**config.mk**
```make
export PLATFORM = sky130hd
export DESIGN_NAME = fetch_sequencer
export DESIGN_NICKNAME = d
export VERILOG_FILES = /design/src/rtl/fetch_sequencer_pkg.sv /design/src/rtl/fetch_sequencer_delay_counter.sv /design/src/rtl/fetch_sequencer.sv
export SDC_FILE = /design/constraint.sdc
export NUM_CORES = 1
export LEC_CHECK = 0
export CAP_MARGIN = 10
export CELL_PAD_IN_SITES_DETAIL_PLACEMENT = 0
export CELL_PAD_IN_SITES_GLOBAL_PLACEMENT = 1
export CORE_MARGIN = 2
export CORE_UTILIZATION = 40
export DETAILED_ROUTE_END_ITERATION = 12
export DONT_BUFFER_PORTS = 1
export GPL_ROUTABILITY_DRIVEN = 0
export PLACE_DENSITY = 0.65
export SLEW_MARGIN = 20
export SYNTH_ARGS = -nofsm -noshare
export SYNTH_HDL_FRONTEND = slang
export SYNTH_SLANG_ARGS = --single-unit
```
**constraint.sdc**
```tcl
create_clock -name Clock -period 8.4 [get_ports Clock]
set_clock_uncertainty 0.15 [all_clocks]
set_input_delay 0.84 -clock Clock [delete_from_list [all_inputs] [get_ports Clock]]
set_output_delay 0.84 -clock Clock [all_outputs]
set_load 0.01 [all_outputs]
```
**src/rtl/fetch_sequencer_pkg.sv**
```systemverilog
// fetch_sequencer_pkg
//   Shared definitions for the fetch sequencer: data widths, instruction
//   field positions, opcode and register encodings, FSM state encoding and
//   small field-extraction helpers.
package fetch_sequencer_pkg;

   localparam int unsigned PC_W    = 16;
   localparam int unsigned INSTR_W = 28;
   localparam int unsigned IMM_W   = 24;
   localparam int unsigned OPC_W   = 4;

   // Instruction field positions: opcode [27:24], immediate [23:0]
   localparam int unsigned OPC_MSB = 27;
   localparam int unsigned OPC_LSB = 24;
   localparam int unsigned IMM_MSB = 23;
   localparam int unsigned IMM_LSB = 0;

   typedef enum logic [OPC_W-1:0] {
      OP_NOP = 4'h0,
      OP_ADD = 4'h1,
      OP_SUB = 4'h2,
      OP_AND = 4'h3,
      OP_OR  = 4'h4,
      OP_LD  = 4'h5,
      OP_ST  = 4'h6,
      OP_BR  = 4'h7
   } opcode_e;

   typedef enum logic [3:0] {
      REG_R0 = 4'h0,
      REG_R1 = 4'h1,
      REG_R2 = 4'h2,
      REG_R3 = 4'h3
   } reg_e;

   typedef enum logic [1:0] {
      ST_IDLE  = 2'd0,
      ST_RUN   = 2'd1,
      ST_DELAY = 2'd2
   } state_e;

   function automatic logic [OPC_W-1:0] get_opcode(input logic [INSTR_W-1:0] w);
      return w[OPC_MSB:OPC_LSB];
   endfunction

   function automatic logic [IMM_W-1:0] get_imm(input logic [INSTR_W-1:0] w);
      return w[IMM_MSB:IMM_LSB];
   endfunction

   // A NOP with a nonzero immediate requests a stall of that many cycles
   function automatic logic is_delay_nop(input logic [INSTR_W-1:0] w);
      return (get_opcode(w) == OP_NOP) && (get_imm(w) != 24'd0);
   endfunction

endpackage

```
**src/rtl/fetch_sequencer_delay_counter.sv**
```systemverilog
// delay_counter
//   24-bit loadable down-counter that tracks the remaining NOP stall cycles.
//   Ports:
//     clk_i, rst_i   : clock, asynchronous active-high reset
//     clr_i          : clear to zero (highest priority)
//     load_i         : load load_val_i
//     load_val_i     : value to load
//     en_i           : decrement by one (stops at zero)
//     count_o        : current count
//     zero_o         : count is zero
module delay_counter
   import fetch_sequencer_pkg::*;
(
   input  logic             clk_i,
   input  logic             rst_i,
   input  logic             clr_i,
   input  logic             load_i,
   input  logic [IMM_W-1:0] load_val_i,
   input  logic             en_i,
   output logic [IMM_W-1:0] count_o,
   output logic             zero_o
);

   logic [IMM_W-1:0] count_q;
   logic [IMM_W-1:0] count_d;

   // Next count: clear beats load beats decrement
   always_comb begin
      count_d = count_q;
      if (clr_i) begin
         count_d = 24'd0;
      end else if (load_i) begin
         count_d = load_val_i;
      end else if (en_i && (count_q != 24'd0)) begin
         count_d = count_q - 24'd1;
      end else begin
         count_d = count_q;
      end
   end

   // Count register
   always_ff @(posedge clk_i or posedge rst_i) begin
      if (rst_i) begin
         count_q <= 24'd0;
      end else begin
         count_q <= count_d;
      end
   end

   assign count_o = count_q;
   assign zero_o  = (count_q == 24'd0);

endmodule

```
**src/rtl/fetch_sequencer.sv**
```systemverilog
// fetch_sequencer
//   Instruction fetch stage: drives the ROM address from the PC, registers
//   the returned word towards execute, honours stall/branch requests and
//   turns NOPs with a nonzero immediate into multi-cycle stalls.
//   Ports:
//     Clock, Reset    : rising-edge clock, asynchronous active-high reset
//     iEnable         : run enable (low parks the sequencer in IDLE)
//     iStall          : execute hold request
//     iBranchTaken    : redirect request, iBranchTarget is the new PC
//     iInstruction    : ROM data for oAddress
//     oAddress        : ROM address (the PC register)
//     oInstruction    : issued instruction, oPC its address, oValid qualifier
//     oDelaying       : high for the cycles a NOP stall holds oValid low
module fetch_sequencer
   import fetch_sequencer_pkg::*;
#(
   parameter logic [15:0] RESET_PC = 16'd0,
   parameter int unsigned DELAY_EN = 1
)(
   input  logic               Clock,
   input  logic               Reset,
   input  logic               iEnable,
   input  logic               iStall,
   input  logic               iBranchTaken,
   input  logic [PC_W-1:0]    iBranchTarget,
   input  logic [INSTR_W-1:0] iInstruction,
   output logic [PC_W-1:0]    oAddress,
   output logic [INSTR_W-1:0] oInstruction,
   output logic [PC_W-1:0]    oPC,
   output logic               oValid,
   output logic               oDelaying
);

   state_e               state_q, state_d, eff_state_s;
   logic [PC_W-1:0]      pc_q, pc_d;
   logic [INSTR_W-1:0]   instr_q, instr_d;
   logic [PC_W-1:0]      opc_q, opc_d;
   logic                 valid_q, valid_d;
   logic                 delaying_q, delaying_d;

   logic                 cnt_clr_s, cnt_load_s, cnt_en_s, cnt_zero_s;
   logic [IMM_W-1:0]     cnt_count_s;

   delay_counter u_delay_counter (
      .clk_i      (Clock),
      .rst_i      (Reset),
      .clr_i      (cnt_clr_s),
      .load_i     (cnt_load_s),
      .load_val_i (get_imm(iInstruction)),
      .en_i       (cnt_en_s),
      .count_o    (cnt_count_s),
      .zero_o     (cnt_zero_s)
   );

   // Next-state and datapath decisions for the fetch FSM
   always_comb begin
      state_d     = state_q;
      pc_d        = pc_q;
      instr_d     = instr_q;
      opc_d       = opc_q;
      valid_d     = valid_q;
      delaying_d  = 1'b0;
      cnt_clr_s   = 1'b0;
      cnt_load_s  = 1'b0;
      cnt_en_s    = 1'b0;

      // The state that acts this cycle: enabling IDLE acts immediately as
      // RUN, or as DELAY when a frozen count is still pending; disabling
      // RUN/DELAY parks with everything held.
      case (state_q)
         ST_IDLE: begin
            if (iEnable) begin
               if (cnt_zero_s) eff_state_s = ST_RUN;
               else            eff_state_s = ST_DELAY;
            end else begin
               eff_state_s = ST_IDLE;
            end
         end
         ST_RUN, ST_DELAY: begin
            if (iEnable) eff_state_s = state_q;
            else         eff_state_s = ST_IDLE;
         end
         default: eff_state_s = ST_IDLE;
      endcase

      case (eff_state_s)
         ST_IDLE: begin
            state_d = ST_IDLE;
            valid_d = 1'b0;
         end
         ST_RUN: begin
            if (iBranchTaken) begin
               // The word fetched this cycle is dropped
               pc_d    = iBranchTarget;
               valid_d = 1'b0;
               state_d = ST_RUN;
            end else if (iStall) begin
               state_d = ST_RUN;
            end else begin
               instr_d = iInstruction;
               opc_d   = pc_q;
               valid_d = 1'b1;
               pc_d    = pc_q + 16'd1;
               if ((DELAY_EN != 32'd0) && is_delay_nop(iInstruction)) begin
                  cnt_load_s = 1'b1;
                  state_d    = ST_DELAY;
               end else begin
                  state_d    = ST_RUN;
               end
            end
         end
         ST_DELAY: begin
            if (iBranchTaken) begin
               cnt_clr_s = 1'b1;
               pc_d      = iBranchTarget;
               valid_d   = 1'b0;
               state_d   = ST_RUN;
            end else begin
               // Stall is ignored here; the count keeps running
               valid_d    = 1'b0;
               delaying_d = 1'b1;
               cnt_en_s   = 1'b1;
               if (cnt_count_s <= 24'd1) state_d = ST_RUN;
               else                      state_d = ST_DELAY;
            end
         end
         default: begin
            state_d = ST_IDLE;
            valid_d = 1'b0;
         end
      endcase
   end

   // State and output registers
   always_ff @(posedge Clock or posedge Reset) begin
      if (Reset) begin
         state_q    <= ST_IDLE;
         pc_q       <= RESET_PC;
         instr_q    <= 28'd0;
         opc_q      <= 16'd0;
         valid_q    <= 1'b0;
         delaying_q <= 1'b0;
      end else begin
         state_q    <= state_d;
         pc_q       <= pc_d;
         instr_q    <= instr_d;
         opc_q      <= opc_d;
         valid_q    <= valid_d;
         delaying_q <= delaying_d;
      end
   end

   assign oAddress     = pc_q;
   assign oInstruction = instr_q;
   assign oPC          = opc_q;
   assign oValid       = valid_q;
   assign oDelaying    = delaying_q;

endmodule

```
### Yosys cells after proc, flatten, opt, wreduce, memory -nomap -nowiden

Index checks and enable logic that the tools add are counted.

| word-level totals | value |
|---|---|
| register bits | 88 |
| latch bits | 0 |
| bits in writable memories | 0 |
| memory bits (read-only) | 0 |
| output and inout port bits | 62 |
| memories | 0 |

| cells by class | value |
|---|---|
| add/subtract/negate cells | 2 |
| multiply operators | 0 |
| divide/modulo/power cells | 0 |
| order comparisons | 1 |
| equality and inequality tests | 6 |
| shifts and indexed selects | 0 |
| mux-type cells | 28 |
| bitwise gates (word level) | 2 |
| reduce and logical (&&, ||, !) cells | 12 |

Operators with widths:

| operator | number |
|---|---|
| $mux W24 | 3 |
| $mux W16 | 3 |
| $reduce_bool A24 Y1 | 2 |
| $pmux W16 S2 | 1 |
| $le A24 B1 Y1 const B | 1 |
| $logic_not A24 Y1 | 1 |
| $sub A24 B1 Y24 const B | 1 |
| $add A16 B1 Y16 const B | 1 |
| $mux W2 | 8 |
| $mux W1 | 11 |
| $pmux W2 S2 | 2 |
| $reduce_and A3 Y1 | 2 |
| $eq A2 B1 Y1 const B | 2 |
| $eq A2 B2 Y1 const B | 2 |
| $logic_not A4 Y1 | 1 |
| $ne A3 B3 Y1 const B | 1 |
| $reduce_bool A3 Y1 | 1 |
| $logic_and A1 B1 Y1 | 2 |
| $logic_not A2 Y1 | 1 |
| $ne A2 B2 Y1 const B | 1 |
| $not A1 Y1 | 2 |
| $reduce_bool A2 Y1 | 1 |
| $reduce_or A2 Y1 | 1 |

### Logic depth before layout (Yosys ltp)

Gate-level depths: netlist (run 1).

| depth | value |
|---|---|
| depth after elaboration | 10 |
| gate-level depth with buffers | 14 |
| depth with buffers taken out | 13 |

### By module

A second synthesis (run 1) with hierarchy kept.

| second synthesis, totals | value |
|---|---|
| cells, all modules | 450 |
| area total of the unflattened synthesis | 4,757.1 µm² |

By module, submodules not included:

| module | instances | cells an instance | area each (µm²) | seq. area each (µm²) |
|---|---|---|---|---|
| fetch_sequencer | 1 | 270 | 3,135.5 | 1,601.5 |
| delay_counter | 1 | 180 | 1,621.6 | 600.6 |

### Worst setup path after synthesis (run 1)

No wires, ideal clock.

| timing path | value |
|---|---|
| path type | register to register |
| from | reg u_delay_counter.count_q[0], in the netlist u_delay_counter.count_o[0] |
| to | reg pc_q[11], in the netlist oAddress[11] |
| setup time | 0.137 ns |
| arrival time | 3.557 ns |
| required time | 8.113 ns |
| slack | 4.556 ns |
| cell stages (with the launch flop) | 15 |
| clock period less this slack | 3.844 ns |
| cells stage by stage | dfrtp_1 inv_1 ha_1 or4b_2 nor3_1 nand3_1 a22o_1 nor2b_1 ha_1 clkbuf_1 nor2_1 clkbuf_1 o21ai_0 a21oi_1 a21oi_1 |

| on the way | value |
|---|---|
| word-level cells in the longest chain between the ends | 7 |
| elaborated cells on any way between the ends | 11 |
| classes of those cells | eq/ne: 4; mux: 4; reduce/logical: 3 |

Ends and longest elaborated chain:

| element | RTL line | text |
|---|---|---|
| start, declared | fetch_sequencer_delay_counter.sv:24 | `logic [IMM_W-1:0] count_q;` |
| start signal, assigned | fetch_sequencer_delay_counter.sv:46 | `count_q <= count_d;` |
| $logic_not A24 Y1 * | fetch_sequencer_delay_counter.sv:51 | `assign zero_o = (count_q == 24'd0);` |
| $mux W2 * | fetch_sequencer.sv:73 | `if (cnt_zero_s) eff_state_s = ST_RUN;` |
| $mux W2 * | fetch_sequencer.sv:72 | `if (iEnable) begin` |
| $pmux W2 S2 * | fetch_sequencer.sv:70 | `case (state_q)` |
| $eq A2 B1 Y1 / $eq A2 B2 Y1 (equally long branches) | fetch_sequencer.sv:86 | `case (eff_state_s)` |
| $ne A3 B3 Y1 (no source line) (tied with other cells) | -- |  |
| $reduce_and A3 Y1 (no source line) | -- |  |
| end signal, assigned | fetch_sequencer.sv:145 | `pc_q <= pc_d;` |
| end, declared | fetch_sequencer.sv:35 | `logic [PC_W-1:0] pc_q, pc_d;` |

Mark *: on every way between the ends. The rest lies on a longest branch, timed or not.
A chain may end at the register's enable or synchronous reset.

### Worst setup path after layout (run 1)

Same ends and word-level chain as after synthesis.

==> results of run 1 <==
[routing by layer]
metal | up-vias | share of wire | GRT usage | routed length, µm
met1 | 1883 | 0.48 | 0.3171 | 6121
li1 | 1727 | - | - | -
met5 | - | 0 | 0 | 0
met2 | 129 | 0.43 | 0.2980 | 5485
met4 | 0 | 0.0098 | 0.05350 | 125
met3 | 11 | 0.082 | 0.06342 | 1054
[stage by stage]
step	std cells	worst slack [ps]	power, mW	utilization	cell area (µm²)
4_1_cts	603	3565	2.083	0.4521	5119
3_5_place_dp	587	3579	1.610	0.4215	4772
3_3_place_gp	587	3763	1.599	0.4215	4772
6_report	603	3546	2.079	0.4521	5119
5_1_grt	603	3150	2.221	0.4521	5119
2_1_floorplan	461	4556	1.383	-	4604
[layout make-up]
cell class,count,area (µm²)
Fill cell,1113,6202
Clock buffer,11,242.7
Sequential cell,88,2202
Tap cell,143,178.9
Timing Repair Buffer,9,67.56
Inverter,11,42.54
Multi-Input combinational cell,336,2281
Clock inverter,5,103.9
[logic make-up after synthesis]
group	count (synthesis)
flip-flops	88
AO/OA/AOI/OAI	129
adder cells (fa/ha/maj)	8
XOR/XNOR	1
buffers and inverters	37
multiplexers	47
AND/OR/NAND/NOR	151
[worst reg2reg max path: cells and delay by family (launching register included)]
kind,cells,cell delay (ps)
AND/OR/NAND/NOR,6,2580
adder cells (fa/ha/maj),2,620
AO/OA/AOI/OAI,3,480
buffers and inverters,2,450
flip-flops,1,420
[placed cells by master, fill, tap and decap left out, drive strengths merged, types with 9 or more instances in the layout]
cell	instances
dfrtp	88
buf	9
inv	10
mux2	45
nand3	17
nor4	11
clkbuf	11
nor2	39
o21ai	18
a21oi	35
nand2	35
a31oi	21
[how the worst max path moves through the flow]
stage / cells after the start / startpoint / end / slack (ps)
floorplan: 14 / u_delay_counter.count_o[0] / oAddress[11] / 4560
global placement: 13 / u_delay_counter.count_o[0] / oAddress[11] / 3760
detailed placement: 13 / u_delay_counter.count_o[0] / oAddress[11] / 3580
CTS: 13 / u_delay_counter.count_o[0] / oAddress[11] / 3560
global route: 13 / u_delay_counter.count_o[0] / oAddress[11] / 3150
finish: 13 / u_delay_counter.count_o[0] / oAddress[11] / 3550
[registers in the layout, summed over array words and instances (netlist names)]
register	flops
oPC	16
state_q	2
oAddress	16
oDelaying	1
u_delay_counter.count_o	24
oValid	1
oInstruction	28
[power breakdown]
part	total [mW]	internal [mW]	switching, mW
registers	0.846	0.600	0.246
logic	0.767	0.313	0.454
clock network	0.466	0.299	0.167
==> results.sh, run 1 <==
export IMPL_clk_pin_slew_worst_paths_ps=70
export IMPL_cts_resized=0
export IMPL_synth_top_family_by_area="compound AO/OA/AOI/OAI gates"
export IMPL_rrSetupSlack_ps=3550
export IMPL_synth_edf_count=0
export IMPL_yosys_area_top_type="dfrtp_1"
export IMPL_worstSkewPairLatency_ps=340
export IMPL_p_per_area_nw_per_um2=406.2
export IMPL_ys_ff_latch=88
export IMPL_hold_viol=0
export IMPL_leakage_nw=2.199
export IMPL_rows=39
export IMPL_die_height_um=111.3
export IMPL_rsz0062_at_grt="no"
export IMPL_areaGrowthSynthToFinish_pct=11.17
export IMPL_critPathCaptureType="flop"
export IMPL_hold_path_class="input port to asynchronous set/reset pin"
export IMPL_cpLargestDelayFamily="simple AND/OR/NAND/NOR gates"
export IMPL_final_max_slew_viol_count=0
export IMPL_drt_first_pass_iters=4
export IMPL_worstPathRequired_ps=8440
export IMPL_status="complete, no violations"
export IMPL_coreArea_um2=11320
export IMPL_drive_gt1_frac=0.1804
export IMPL_post_dp_hpwl_um=8977
export IMPL_syn_area_per_cell_um2=9.988
export IMPL_drc=0
export IMPL_yosys_area_top_type_share=0.4783
export IMPL_cpPeakStageDelay_ps=740
export IMPL_cts_sinks=88
export IMPL_cap_viol_max_count=0
export IMPL_crit_fanout=23
export IMPL_whs_ps=218.6
export IMPL_antenna_found_initial=0
export IMPL_yosysSeqAreaShare=0.4783
export IMPL_grt_max_degree=65
export IMPL_worst_pin_slew_ps=1059
export IMPL_wl_per_cell_um=21.20
export IMPL_syn_num_nets=518
export IMPL_r2r_cells=13
export IMPL_num_vias=3750
export IMPL_postCtsHoldBufs=0
export IMPL_yosysWarnings=0
export IMPL_drt_iter0_drc=325
export IMPL_max_freq_ghz=0.2060
export IMPL_synth_most_common_cell="dfrtp_1"
export IMPL_n_antenna_cell=0
export IMPL_pin_count=111
export IMPL_layout_nets=512
export IMPL_grt_pass1_vias=3859
export IMPL_grt_pass1_wl_um=21010
export IMPL_fin_crit_ps=4854
export IMPL_relSlewSlack=0.2872
export IMPL_vias_per_cell=6.219
export IMPL_crit_chain="inv_1 > ha_1 > or4b_2 > nor3_1 > nand3_1 > a22o_1 > nor2b_1 > ha_1 > inv_1 > nand2_1 > or3_1 > o22ai_1 > a21oi_1"
export IMPL_rr_endpoint="oAddress[11]"
export IMPL_ir_worst_vdd_uv=162.4
export IMPL_fin_crit_sh=0.5779
export IMPL_tritoncts="done"
export IMPL_htree_num_levels=3
export IMPL_synth_compound_area_share=0.1840
export IMPL_synth_mux_area_fraction=0.1144
export IMPL_clk_path_buf_depth=2
export IMPL_reg2reg_from="u_delay_counter.count_o[0]"
export IMPL_start_util=0.4067
export IMPL_setup_violations=0
export IMPL_synthAdderAreaFrac=0.02174
export IMPL_dieArea_um2=12390
export IMPL_post_cts_buffers=0
export IMPL_setup_tns_ps=0
export IMPL_track_usage=0.2112
export IMPL_path_class="flop to flop"
export IMPL_cp_slowest_cell="nor3_1"
export IMPL_synthFlopType="dfrtp_1"
export IMPL_async_flop_share=1.000
export IMPL_ctsRootBufferMaster="clkbuf_16"
export IMPL_synth_simple_area_share=0.1679
export IMPL_cp_num_buf_inv=2
export IMPL_startpoint_type="flop"
export IMPL_synth_xor_area_frac=0.001902
export IMPL_synth_common_cells="dfrtp_1 (88), mux2_2 (45), nor2_1 (39)"
export IMPL_ant_nets=0
export IMPL_grt_ovfl_total=0
export IMPL_syn_area_um2=4604
export IMPL_cts_buffers=9
export IMPL_syn_inst=461
export IMPL_cp_arrival_ps=4890
export IMPL_drt_wl_total_um=12790
export IMPL_synth_area_leaders="dfrtp_1 (48%), mux2_2 (11%), a21oi_1 (3.8%)"
export IMPL_die_w_um=111.3
export IMPL_synth_cell_types=52
export IMPL_port_buffers=0
Note: power is estimated with default switching activity, not from simulation.
==> run 2, diff against run 1 <==
Clock period 8.4 ns to 4.8 ns, I/O delays scaled along.
==> results.sh, run 2 (same netlist as run 1, synthesis figures left out) <==
export IMPL_status="finished, violations left"
export IMPL_violations="negative hold slack"
export IMPL_fin_crit_sh=0.7985
export IMPL_worstPathRequired_ps=4870
export IMPL_reg2reg_from="u_delay_counter.count_o[4]"
export IMPL_setup_tns_ps=0
export IMPL_max_freq_ghz=0.2609
export IMPL_rr_endpoint="oInstruction[10]"
export IMPL_tritoncts="done"
export IMPL_antenna_found_initial=0
export IMPL_final_common_cell="dfrtp_1"
export IMPL_n_antenna_cell=0
export IMPL_dieArea_um2=12390
export IMPL_pre_cts_ws_ps=953.2
export IMPL_cts_sinks=88
export IMPL_cpPeakStageDelay_ps=600
export IMPL_leakage_nw=2.189
export IMPL_track_usage=0.2105
export IMPL_dp_cells=592
export IMPL_coreArea_um2=11320
export IMPL_r2r_cells=10
export IMPL_largest_reg_flops=28
export IMPL_rows=39
export IMPL_drt_iter0_drc=262
export IMPL_p_per_area_nw_per_um2=693.8
export IMPL_cts_resized=0
export IMPL_drt_first_pass_iters=5
export IMPL_ant_nets=0
export IMPL_num_vias=3784
export IMPL_utilization=0.4502
export IMPL_ir_worst_vdd_uv=289.1
export IMPL_rsz0062_at_grt="no"
export IMPL_placed_cell_area_um2=4810
export IMPL_cp_arrival_ps=3910
export IMPL_setup_ws_ps=967.0
export IMPL_postCtsHoldBufs=0
export IMPL_rrSetupSlack_ps=970
export IMPL_cpLargestDelayFamily="simple AND/OR/NAND/NOR gates"
export IMPL_setup_violations=0
export IMPL_grt_ovfl_total=0
export IMPL_worst_pin_slew_ps=1006
export IMPL_crit_chain="or4_4 > or4_4 > nor2_1 > nand3_1 > a21oi_1 > ha_1 > nand2_1 > nor2_4 > buf_4 > mux2_2"
export IMPL_power_total_mw=3.536
export IMPL_cts_buffers=9
export IMPL_critPathCaptureType="flop"
export IMPL_cp_num_buf_inv=1
export IMPL_hold_viol=39
export IMPL_path_class="flop to flop"
export IMPL_cap_viol_max_count=0
export IMPL_areaGrowthSynthToFinish_pct=10.68
export IMPL_clk_path_buf_depth=2
export IMPL_layout_common_cells="dfrtp_1 (88), mux2_2 (45), nor2_1 (38)"
export IMPL_grt_pass1_wl_um=20780
export IMPL_drc=0
export IMPL_wl_per_cell_um=20.81
export IMPL_drt_wl_total_um=12650
export IMPL_clk_pin_slew_worst_paths_ps=60
export IMPL_crit_top_cell="or4_4"
export IMPL_crit_fanout=38
export IMPL_fin_crit_ps=3833
export IMPL_port_buffers=0
export IMPL_grt_pass1_vias=3833
export IMPL_die_height_um=111.3
export IMPL_final_max_slew_viol_count=0
export IMPL_ctsRootBufferMaster="clkbuf_16"
export IMPL_layout_nets=517
export IMPL_pin_count=111
export IMPL_crit_start="u_delay_counter.count_o[4]"
export IMPL_htree_num_levels=3
export IMPL_post_cts_buffers=0
export IMPL_cp_slowest_cell="or4_4"
export IMPL_worstSkewPairLatency_ps=340
export IMPL_instances_no_fill=608
export IMPL_relSlewSlack=0.3205
export IMPL_vias_per_cell=6.224
export IMPL_post_dp_hpwl_um=8940
export IMPL_start_util=0.4067
export IMPL_startpoint_type="flop"
export IMPL_whs_ps=-21.42
export IMPL_grt_max_degree=59
export IMPL_final_area_um2=5096
export IMPL_hold_path_class="input port to asynchronous set/reset pin"
export IMPL_drive_gt1_frac=0.1892
export IMPL_die_w_um=111.3
[run 2: cell types whose count changed in the layout (fill, tap and decap cells not counted)]
cell / previous run / this run
clkinvlp_4: 0 / 2
bufinv_16: 3 / 0
clkinv_2: 2 / 1
buf_4: 9 / 14
clkbuf_8: 1 / 2
inv_4: 0 / 1
[run 2: worst max-delay path by stage]
stage	endpoint	slack [ps]	depth (start not counted)
floorplan	oAddress[11]	960	14
global placement	oInstruction[13]	1010	10
detailed placement	oInstruction[10]	950	10
CTS	oInstruction[10]	940	10
global route	oInstruction[9]	730	10
finish	oInstruction[10]	970	10
[run 2: layout make-up]
cell class              instances  area, µm²
repair buffers                 14      105.1
clock buffers                  12      256.5
inverters                      11      43.79
clock inverters                 4      28.78
multi-input cells             336       2281
fillers                      1101       6225
flip-flops and latches         88       2202
well taps                     143      178.9
[run 2: where the power goes]
part	total [mW]	leakage [nW]	switching [mW]	internal (mW)
clock network	0.667	0.135	0.288	0.379
registers	1.48	1.15	0.429	1.05
logic	1.39	0.902	0.809	0.580
[run 2: metal layers]
metal	up-vias	share of wire	global-route usage
met1	1870	0.48	0.3097
met4	0	0.016	0.07901
met2	155	0.42	0.2911
li1	1746	-	-
met5	-	0	0
met3	13	0.090	0.06342
==> run 3, diff against run 2 <==
Clock period 4.8 ns to 3.82 ns, I/O delays scaled along.
==> results.sh, run 3 (same netlist as run 1, synthesis figures left out) <==
export IMPL_status="complete, no violations"
export IMPL_crit_chain="inv_1 > ha_1 > or4b_2 > nor3_2 > nand3_1 > a22o_1 > nor2b_1 > ha_1 > buf_4 > nand2_1 > buf_4 > o311ai_0 > o221ai_1"
export IMPL_wl_per_cell_um=20.97
export IMPL_min_path_cells=2
export IMPL_grt_pass1_vias=3736
export IMPL_placed_cell_area_um2=4920
export IMPL_max_freq_ghz=0.2813
export IMPL_final_common_cell="dfrtp_1"
export IMPL_crit_fanout=17
export IMPL_cts_buffers=9
export IMPL_die_height_um=111.3
export IMPL_vias_per_cell=6.214
export IMPL_hold_viol=0
export IMPL_min_to="u_delay_counter.count_o[5]"
export IMPL_layout_common_cells="dfrtp_1 (88), mux2_2 (45), nor2_1 (38)"
export IMPL_cpPeakStageDelay_ps=630
export IMPL_cp_depth=13
export IMPL_power_internal_mw=2.619
export IMPL_path_class="flop to flop"
export IMPL_drt_wl_total_um=13020
export IMPL_cpLargestDelayFamily="simple AND/OR/NAND/NOR gates"
export IMPL_htree_num_levels=3
export IMPL_cts_sinks=88
export IMPL_areaGrowthSynthToFinish_pct=14.16
export IMPL_dieArea_um2=12390
export IMPL_start_util=0.4067
export IMPL_clk_pin_slew_worst_paths_ps=70
export IMPL_drc=0
export IMPL_setup_violations=0
export IMPL_power_frac_clock=0.199
export IMPL_antenna_found_initial=0
export IMPL_hold_path_class="input port to flop"
export IMPL_p_sw_frac=0.4294
export IMPL_pin_count=111
export IMPL_drive_gt1_frac=0.2092
export IMPL_final_area_um2=5256
export IMPL_rr_endpoint="u_delay_counter.count_o[12]"
export IMPL_drt_first_pass_iters=4
export IMPL_hold_start="iInstruction[5]"
export IMPL_ir_worst_vdd_uv=337.1
export IMPL_num_vias=3859
export IMPL_final_max_slew_viol_count=0
export IMPL_cap_viol_max_count=0
export IMPL_die_w_um=111.3
export IMPL_post_dp_hpwl_um=9088
export IMPL_p_seq_frac=0.404
export IMPL_ant_nets=0
export IMPL_drt_iter0_drc=357
export IMPL_port_buffers=0
export IMPL_worstPathRequired_ps=3920
export IMPL_rows=39
export IMPL_startpoint_type="flop"
export IMPL_p_per_area_nw_per_um2=873.3
export IMPL_cp_arrival_ps=3660
export IMPL_rsz0062_at_grt="no"
export IMPL_setup_tns_ps=0
export IMPL_p_comb_frac=0.397
export IMPL_grt_pass1_wl_um=20640
export IMPL_leakage_nw=2.276
export IMPL_rrSetupSlack_ps=260
export IMPL_grt_ovfl_total=0
export IMPL_layout_nets=530
export IMPL_fin_crit_sh=0.9307
export IMPL_clk_path_buf_depth=2
export IMPL_worst_pin_slew_ps=930.6
export IMPL_track_usage=0.2119
export IMPL_ctsRootBufferMaster="clkbuf_16"
export IMPL_netSwitchingPower_mw=1.971
export IMPL_cp_num_buf_inv=3
export IMPL_relSlewSlack=0.3718
export IMPL_coreArea_um2=11320
export IMPL_grt_max_degree=45
export IMPL_largest_reg_flops=28
export IMPL_post_cts_buffers=0
export IMPL_r2r_cells=13
export IMPL_cp_slowest_cell="or4b_2"
export IMPL_tritoncts="done"
export IMPL_reg2reg_from="u_delay_counter.count_o[0]"
export IMPL_worstSkewPairLatency_ps=350
export IMPL_critPathCaptureType="flop"
export IMPL_n_antenna_cell=0
export IMPL_fin_crit_ps=3555
==> run 3: cell count changes in the layout (fill, tap and decap cells not counted), sizes merged <==
cell,previous run,this run
buf,14,24
bufinv,0,1
clkbuf,12,10
clkinv,2,3
dlygate4sd3,0,3
==> run 3: worst max-delay path by stage <==
stage | start | endpoint
after floorplan | u_delay_counter.count_o[0] | oAddress[11]
after global placement | u_delay_counter.count_o[0] | u_delay_counter.count_o[3]
after detailed placement | u_delay_counter.count_o[4] | u_delay_counter.count_o[12]
after CTS | u_delay_counter.count_o[0] | u_delay_counter.count_o[12]
after global routing | u_delay_counter.count_o[0] | u_delay_counter.count_o[17]
final | u_delay_counter.count_o[0] | u_delay_counter.count_o[12]
==> run 3: power by group through the flow <==
stage          clock network [mW]  registers, mW  logic [mW]
3_3_place_gp                    0           1.86        1.77
2_1_floorplan                   0           1.73        1.31
3_5_place_dp                    0           1.86        1.78
5_1_grt                     0.975           1.91        1.99
6_report                    0.915           1.85        1.82
4_1_cts                     0.929           1.85        1.80
==> run 3: metal layers <==
metal | global-route usage | vias to the layer above | part of all wire
li1 | - | 1766 | -
met2 | 0.2890 | 193 | 0.42
met5 | 0 | - | 0
met4 | 0.06996 | 0 | 0.017
met1 | 0.3183 | 1885 | 0.47
met3 | 0.06561 | 15 | 0.098
==> run 3: stage by stage <==
step / total power, mW / setup slack [ps] / instances / utilization / hold WS, ps
after floorplan: 3.047 / 181.9 / 461 / - / 320.1
after global placement: 3.622 / 343.9 / 602 / 0.4346 / 148.8
after detailed placement: 3.643 / 320.2 / 602 / 0.4346 / 151.5
after CTS: 4.576 / 290.3 / 621 / 0.4643 / 5.281
after global routing: 4.873 / 84.29 / 621 / 0.4643 / 9.187
final: 4.591 / 264.7 / 621 / 0.4643 / 7.009
==> run 3: final cells by class <==
cell class,count,area [µm²]
Clock buffer,10,239.0
Clock inverter,6,67.56
Timing Repair Buffer,27,247.7
Fill cell,1095,6065
Tap cell,143,178.9
Multi-Input combinational cell,336,2278
Sequential cell,88,2202
Inverter,11,42.54
==> run 3: timing repair <==
action                                 in CTS  in global routing
gates resized for setup                     0                  0
endpoints found under the hold margin      29                  0
hold buffers                                3                  0
